[config.mk]
export PLATFORM = sky130hd
export DESIGN_NAME = alu_share_ctrl_flat
export DESIGN_NICKNAME = d
export VERILOG_FILES = /design/src/rtl/alu_share_if.sv /design/src/rtl/alu_share_ctrl.sv /design/src/flat_wrapper.sv
export SDC_FILE = /design/constraint.sdc
export NUM_CORES = 1
export LEC_CHECK = 0
export CORE_ASPECT_RATIO = 0.75
export CORE_MARGIN = 1
export CORE_UTILIZATION = 32
export CTS_BUF_LIST = sky130_fd_sc_hd__clkbuf_4 sky130_fd_sc_hd__clkbuf_8
export DETAILED_ROUTE_END_ITERATION = 8
export GPL_ROUTABILITY_DRIVEN = 1
export MAX_ROUTING_LAYER = met4
export PLACE_DENSITY = 0.86
export SLEW_MARGIN = 20
export SYNTH_ARGS = -nofsm -noshare
export SYNTH_HDL_FRONTEND = slang
export SYNTH_SLANG_ARGS = --single-unit
[constraint.sdc]
create_clock -name clk_i -period 1.3 [get_ports clk_i]
set_input_delay 0.325 -clock clk_i [delete_from_list [all_inputs] [get_ports clk_i]]
set_output_delay 0.325 -clock clk_i [all_outputs]
set_load 0.05 [all_outputs]
[src/rtl/alu_share_if.sv]
// alu_share_if
// Bundles the two request channels and two response channels that share the ALU.
// Signal names carry the _i/_o suffix as seen from the arbiter (slave side).
//   req0_*/req1_*   : valid/ready request with op (3b), a, b (WIDTH)
//   resp0_*/resp1_* : valid/ready response with data (WIDTH)
// Handshake rule for every channel: a transfer happens on the rising edge
// where valid and ready are both high. A producer holds valid and payload
// stable until that transfer.
// Modports: slave (arbiter side), master (requester/environment side).
interface alu_share_if #(
    parameter int WIDTH = 32
);
    logic             req0_valid_i;
    logic             req0_ready_o;
    logic [2:0]       req0_op_i;
    logic [WIDTH-1:0] req0_a_i;
    logic [WIDTH-1:0] req0_b_i;
    logic             req1_valid_i;
    logic             req1_ready_o;
    logic [2:0]       req1_op_i;
    logic [WIDTH-1:0] req1_a_i;
    logic [WIDTH-1:0] req1_b_i;
    logic             resp0_valid_o;
    logic             resp0_ready_i;
    logic [WIDTH-1:0] resp0_data_o;
    logic             resp1_valid_o;
    logic             resp1_ready_i;
    logic [WIDTH-1:0] resp1_data_o;

    modport slave (
        input  req0_valid_i, req0_op_i, req0_a_i, req0_b_i,
        input  req1_valid_i, req1_op_i, req1_a_i, req1_b_i,
        input  resp0_ready_i, resp1_ready_i,
        output req0_ready_o, req1_ready_o,
        output resp0_valid_o, resp0_data_o, resp1_valid_o, resp1_data_o
    );

    modport master (
        output req0_valid_i, req0_op_i, req0_a_i, req0_b_i,
        output req1_valid_i, req1_op_i, req1_a_i, req1_b_i,
        output resp0_ready_i, resp1_ready_i,
        input  req0_ready_o, req1_ready_o,
        input  resp0_valid_o, resp0_data_o, resp1_valid_o, resp1_data_o
    );
endinterface

[src/rtl/alu_share_ctrl.sv]
// alu_share_ctrl
// Shares one single-cycle ALU between two requesters. One operation is in
// flight at a time: IDLE (arbitrate/accept) -> EXEC (ALU driven) -> RESP
// (result returned with backpressure) -> IDLE.
// Ports:
//   clk_i, rst_i      : clock, synchronous active-high reset
//   bus (slave)       : two request and two response valid/ready channels
//   alu_data1_o/2_o   : latched operands to the ALU
//   alu_ctrl_o        : latched ALU control code
//   alu_data_i        : combinational ALU result
//   busy_o            : high in EXEC or RESP
//   state_o           : current FSM state (debug observation)
// Optional build macro: ALU_SHARE_FIXED_PRIO_EN -- fixed priority (port 0
// wins ties) instead of round-robin; the last-grant pointer is then absent.
module alu_share_ctrl #(
    parameter int WIDTH = 32
) (
    input  logic             clk_i,
    input  logic             rst_i,
    alu_share_if.slave       bus,
    output logic [WIDTH-1:0] alu_data1_o,
    output logic [WIDTH-1:0] alu_data2_o,
    output logic [2:0]       alu_ctrl_o,
    input  logic [WIDTH-1:0] alu_data_i,
    output logic             busy_o,
    output logic [1:0]       state_o
);
    typedef enum logic [1:0] {
        IDLE = 2'd0,
        EXEC = 2'd1,
        RESP = 2'd2
    } state_t;

    state_t           state_q, state_d;
    logic [2:0]       op_q, op_d;
    logic [WIDTH-1:0] a_q, a_d;
    logic [WIDTH-1:0] b_q, b_d;
    logic             port_q;
    logic [WIDTH-1:0] result_q;
    logic             grant0, grant1;
    logic             accept;
    logic             resp_ready;

`ifndef ALU_SHARE_FIXED_PRIO_EN
    // Port that won the most recent accepted request.
    logic last_q;
`endif

    always_comb begin
        grant0 = 1'b0;
        grant1 = 1'b0;
`ifdef ALU_SHARE_FIXED_PRIO_EN
        grant0 = bus.req0_valid_i;
        grant1 = bus.req1_valid_i && !bus.req0_valid_i;
`else
        if (bus.req0_valid_i && bus.req1_valid_i) begin
            // Tie goes to the port that did not win last time.
            grant0 = last_q;
            grant1 = !last_q;
        end else begin
            grant0 = bus.req0_valid_i;
            grant1 = bus.req1_valid_i;
        end
`endif
    end

    // Ready is suppressed while reset is asserted so nothing is accepted then.
    assign accept = (state_q == IDLE) && !rst_i && (grant0 || grant1);
    assign resp_ready = port_q ? bus.resp1_ready_i : bus.resp0_ready_i;

    always_comb begin
        state_d = state_q;
        op_d    = grant1 ? bus.req1_op_i : bus.req0_op_i;
        a_d     = grant1 ? bus.req1_a_i  : bus.req0_a_i;
        b_d     = grant1 ? bus.req1_b_i  : bus.req0_b_i;
        unique case (state_q)
            IDLE:    if (accept) state_d = EXEC;
            EXEC:    state_d = RESP;
            RESP:    if (resp_ready) state_d = IDLE;
            default: state_d = IDLE;
        endcase
    end

    always_ff @(posedge clk_i) begin
        if (rst_i) begin
            state_q  <= IDLE;
            op_q     <= '0;
            a_q      <= '0;
            b_q      <= '0;
            port_q   <= 1'b0;
            result_q <= '0;
`ifndef ALU_SHARE_FIXED_PRIO_EN
            last_q   <= 1'b1;
`endif
        end else begin
            state_q <= state_d;
            if (accept) begin
                op_q   <= op_d;
                a_q    <= a_d;
                b_q    <= b_d;
                port_q <= grant1;
`ifndef ALU_SHARE_FIXED_PRIO_EN
                last_q <= grant1;
`endif
            end
            if (state_q == EXEC) begin
                result_q <= alu_data_i;
            end
        end
    end

    assign bus.req0_ready_o  = accept && grant0;
    assign bus.req1_ready_o  = accept && grant1;
    assign bus.resp0_valid_o = (state_q == RESP) && !port_q;
    assign bus.resp1_valid_o = (state_q == RESP) && port_q;
    assign bus.resp0_data_o  = result_q;
    assign bus.resp1_data_o  = result_q;

    assign alu_data1_o = a_q;
    assign alu_data2_o = b_q;
    assign alu_ctrl_o  = op_q;
    assign busy_o      = (state_q != IDLE);
    assign state_o     = state_q;
endmodule

[src/flat_wrapper.sv]
// flat-port wrapper written by rule: the top's interface ports become plain ports
module alu_share_ctrl_flat 
#(
    parameter int WIDTH = 32
)
  (clk_i, rst_i, alu_data1_o, alu_data2_o, alu_ctrl_o, alu_data_i, busy_o, state_o, bus_req0_valid_i, bus_req0_op_i, bus_req0_a_i, bus_req0_b_i, bus_req1_valid_i, bus_req1_op_i, bus_req1_a_i, bus_req1_b_i, bus_resp0_ready_i, bus_resp1_ready_i, bus_req0_ready_o, bus_req1_ready_o, bus_resp0_valid_o, bus_resp0_data_o, bus_resp1_valid_o, bus_resp1_data_o);
  alu_share_if #(.WIDTH(WIDTH)) bus_i ();
  input  logic clk_i;
  input  logic rst_i;
  output logic [WIDTH-1:0] alu_data1_o;
  output logic [WIDTH-1:0] alu_data2_o;
  output logic [2:0] alu_ctrl_o;
  input  logic [WIDTH-1:0] alu_data_i;
  output logic busy_o;
  output logic [1:0] state_o;
  input wire logic [$bits(bus_i.req0_valid_i)-1:0] bus_req0_valid_i;
  input wire logic [$bits(bus_i.req0_op_i)-1:0] bus_req0_op_i;
  input wire logic [$bits(bus_i.req0_a_i)-1:0] bus_req0_a_i;
  input wire logic [$bits(bus_i.req0_b_i)-1:0] bus_req0_b_i;
  input wire logic [$bits(bus_i.req1_valid_i)-1:0] bus_req1_valid_i;
  input wire logic [$bits(bus_i.req1_op_i)-1:0] bus_req1_op_i;
  input wire logic [$bits(bus_i.req1_a_i)-1:0] bus_req1_a_i;
  input wire logic [$bits(bus_i.req1_b_i)-1:0] bus_req1_b_i;
  input wire logic [$bits(bus_i.resp0_ready_i)-1:0] bus_resp0_ready_i;
  input wire logic [$bits(bus_i.resp1_ready_i)-1:0] bus_resp1_ready_i;
  output wire logic [$bits(bus_i.req0_ready_o)-1:0] bus_req0_ready_o;
  output wire logic [$bits(bus_i.req1_ready_o)-1:0] bus_req1_ready_o;
  output wire logic [$bits(bus_i.resp0_valid_o)-1:0] bus_resp0_valid_o;
  output wire logic [$bits(bus_i.resp0_data_o)-1:0] bus_resp0_data_o;
  output wire logic [$bits(bus_i.resp1_valid_o)-1:0] bus_resp1_valid_o;
  output wire logic [$bits(bus_i.resp1_data_o)-1:0] bus_resp1_data_o;
  assign bus_i.req0_valid_i = bus_req0_valid_i;
  assign bus_i.req0_op_i = bus_req0_op_i;
  assign bus_i.req0_a_i = bus_req0_a_i;
  assign bus_i.req0_b_i = bus_req0_b_i;
  assign bus_i.req1_valid_i = bus_req1_valid_i;
  assign bus_i.req1_op_i = bus_req1_op_i;
  assign bus_i.req1_a_i = bus_req1_a_i;
  assign bus_i.req1_b_i = bus_req1_b_i;
  assign bus_i.resp0_ready_i = bus_resp0_ready_i;
  assign bus_i.resp1_ready_i = bus_resp1_ready_i;
  assign bus_req0_ready_o = bus_i.req0_ready_o;
  assign bus_req1_ready_o = bus_i.req1_ready_o;
  assign bus_resp0_valid_o = bus_i.resp0_valid_o;
  assign bus_resp0_data_o = bus_i.resp0_data_o;
  assign bus_resp1_valid_o = bus_i.resp1_valid_o;
  assign bus_resp1_data_o = bus_i.resp1_data_o;
  alu_share_ctrl #(.WIDTH(WIDTH)) u_core (.clk_i(clk_i), .rst_i(rst_i), .bus(bus_i), .alu_data1_o(alu_data1_o), .alu_data2_o(alu_data2_o), .alu_ctrl_o(alu_ctrl_o), .alu_data_i(alu_data_i), .busy_o(busy_o), .state_o(state_o));
endmodule
==> results.json <==
{
  "status": "finished, violations left",
  "violations": "negative setup slack",
  "holdPathStages": 1,
  "die_w_microns": 135.7,
  "pre_cts_slack_ps": -675.5,
  "hold_violations": 0,
  "power_leakage_nw": 4.034,
  "rsz0062_at_grt": "yes",
  "clockBufferDepth": 2,
  "gp_congestion": 0.8260,
  "synth_top_area_cell": "dfxtp_1",
  "diodes": 0,
  "crit_fanout": 2,
  "skew_ps": 14.02,
  "core-area_sq_mm": 0.01302,
  "wl_microns": 19790,
  "critical_path_class": "register to primary output",
  "antenna_found_initial": 0,
  "area_delta_synth_final_pct": 146.0,
  "hold_ws_ps": 489.4,
  "max_freq_mhz": 549.1,
  "period_share_pct": 140.1,
  "die_h_microns": 102.3,
  "drv_cap": 0,
  "grt.busiest_layer": "met2",
  "worst_slack_ps": -521.3,
  "synth_ff_type": "dfxtp_1",
  "wl_per_cell_microns": 21.87,
  "netlist.area_leader.share_pct": 48.05,
  "final_core_util_pct": 81.11,
  "yosysSeqAreaShare_pct": 48.05,
  "drc": 0,
  "cts_root_buf": "clkbuf_8",
  "fin_area_sq_mm": 0.01056,
  "netlist-cell-type-count": 28,
  "power.density_mw_per_mm2": 1047,
  "insertion_delay_ps": 370,
  "clkTransAtPathRegs_ps": 110,
  "grtUsageMet2_pct": 42.82,
  "row_count": 36,
  "synth_top_cells_by_area": "dfxtp_1 48%, mux2i_1 15%, o2bb2ai_1 13%",
  "crit_required_ps": 980,
  "ios": 310,
  "io_buffers": 309,
  "fill_cells": 672,
  "grt_max_degree": 34,
  "cts_tree": "built",
  "cts_inserted_buffers": 9,
  "htree_levels": 3,
  "finalPower_w": 0.01105,
  "die_area_sq_mm": 0.01388,
  "initial_utilization_pct": 32.97,
  "min_period_ps": 1821,
  "slew_headroom_pct": 69.95,
  "hpwl_microns": 12670,
  "ir_worst_vdd_uv": 826.9,
  "use_met3_pct": 5.556,
  "ctsHoldBuffers": 0,
  "grt_usage_pct": 23.53,
  "syn_area_per_cell_sq_um": 10.24,
  "dr.pass1.iters": 4,
  "drive_gt1_share_pct": 54.77,
  "arrival_ps": 1500,
  "cts.sinks": 103,
  "dr.first_iter.drc_count": 112,
  "netlist_area_sq_mm": 0.004292,
  "vias_per_cell": 5.038,
  "use_met1_pct": 24.80,
  "synth_fp_nets": 591,
  "ant_nets": 0,
  "crit_path_end_kind": "primary output",
  "grt_overflow": 0,
  "ys_seq_elements": 103,
  "synth_edf_count": 0,
  "min_path_type": "register to register",
  "final_max_slew_viol_count": 0,
  "grt_pass1_vias": 4555,
  "setup_viol": 108,
  "final_common_cell": "clkdlybuf4s50_1",
  "placed_area_sq_mm": 0.009007,
  "reg2reg_depth": 8,
  "worstMarginPinSlew_ps": 450.8,
  "grt_pass1_wl_microns": 24070,
  "async_reset_ff_share_pct": 0,
  "vias": 4559,
  "yosys_warnings": 0,
  "start_kind": "register",
  "layout_common_cells": "168 x clkdlybuf4s50_1, 153 x buf_12, 74 x dfxtp_2",
  "syn-instance-count": 419,
  "nets": 901
}
[layer usage]
layer  up-vias  part of all wire (%)
met5         -                     0
met4         0                   3.1
met3        48                   5.9
met2       209                    55
met1      2221                    36
li1       2081                     -
[cell usage after synthesis (3+ instances only)]
cell and instances:
buf_4 38, clkbuf_1 5, buf_2 14, o2bb2ai_1 62
a21oi_1 34, inv_1 3, dfxtp_1 103, buf_1 5
nand2_1 64, a221o_1 5, buf_6 3, mux2i_1 63
and3_1 5
[cells by family (layout without fill, tap and decap cells)]
logic type | Yosys count | in the layout | synth area share [%]
flops | 103 | 103 | 48.05
compound gates | 105 | 105 | 18.98
buf+inv | 69 | 384 | 10.29
mux | 63 | 63 | 14.69
simple gates | 79 | 79 | 7.989
[sequential cells by signal, summed over array words and instances, names as in the netlist]
name	count
u_core.alu_ctrl_o	3
u_core.state_o	2
u_core.last_q	1
u_core.alu_data2_o	32
u_core.alu_data1_o	32
u_core.port_q	1
u_core.bus.resp0_data_o	32
[stage by stage]
| stage | setup TNS [ps] | cells |
|---|---|---|
| 6_report | -16650 | 905 |
| 5_1_grt | -22780 | 905 |
| 3_3_place_gp | -46620 | 867 |
| 2_1_floorplan | -4179 | 419 |
| 4_1_cts | -8675 | 889 |
| 3_5_place_dp | -53020 | 867 |
[worst max-delay path: stages, from the launching register on]
cell	delay, ps
dfxtp_4	360
nor2_4	150
inv_4	60
a2111oi_4	380
buf_12	190
[final cells by class]
| class | instances | area [sq um] | share of cell area, % |
|---|---|---|---|
| Clock inverter | 5 | 40.04 | 0.3792 |
| Sequential cell | 103 | 2173 | 20.58 |
| Clock buffer | 11 | 151.4 | 1.434 |
| Timing Repair Buffer | 364 | 5275 | 49.96 |
| Inverter | 4 | 17.52 | 0.1659 |
| Multi-Input combinational cell | 247 | 2688 | 25.45 |
| Tap cell | 171 | 214.0 | 2.026 |
[worst paths after layout]
path	from	end	slack, ps
worst max-delay path	u_core.state_o[0]	bus_req0_ready_o	-520
worst min-delay path	u_core.alu_data2_o[25]	u_core.alu_data2_o[25]	490
worst max register to register	u_core.state_o[0]	u_core.alu_data1_o[8]	-300
worst min register to register	u_core.alu_data2_o[25]	u_core.alu_data2_o[25]	490
[where the power goes]
part	switching [W]	internal, W	total (W)
Clock	0.00114	0.000821	0.00196
Sequential	0.000476	0.00350	0.00398
Combinational	0.00246	0.00266	0.00511
[what timing repair did]
item / in CTS / in global routing
pin swaps: 4 / 67
resized for setup: 61 / 176
setup endpoints to repair: 142 / 112
buffers inserted: 3 / 12
hold endpoints to repair: 0 / 0
gates cloned: 4 / 5
Power figures use the tool's default switching activity.
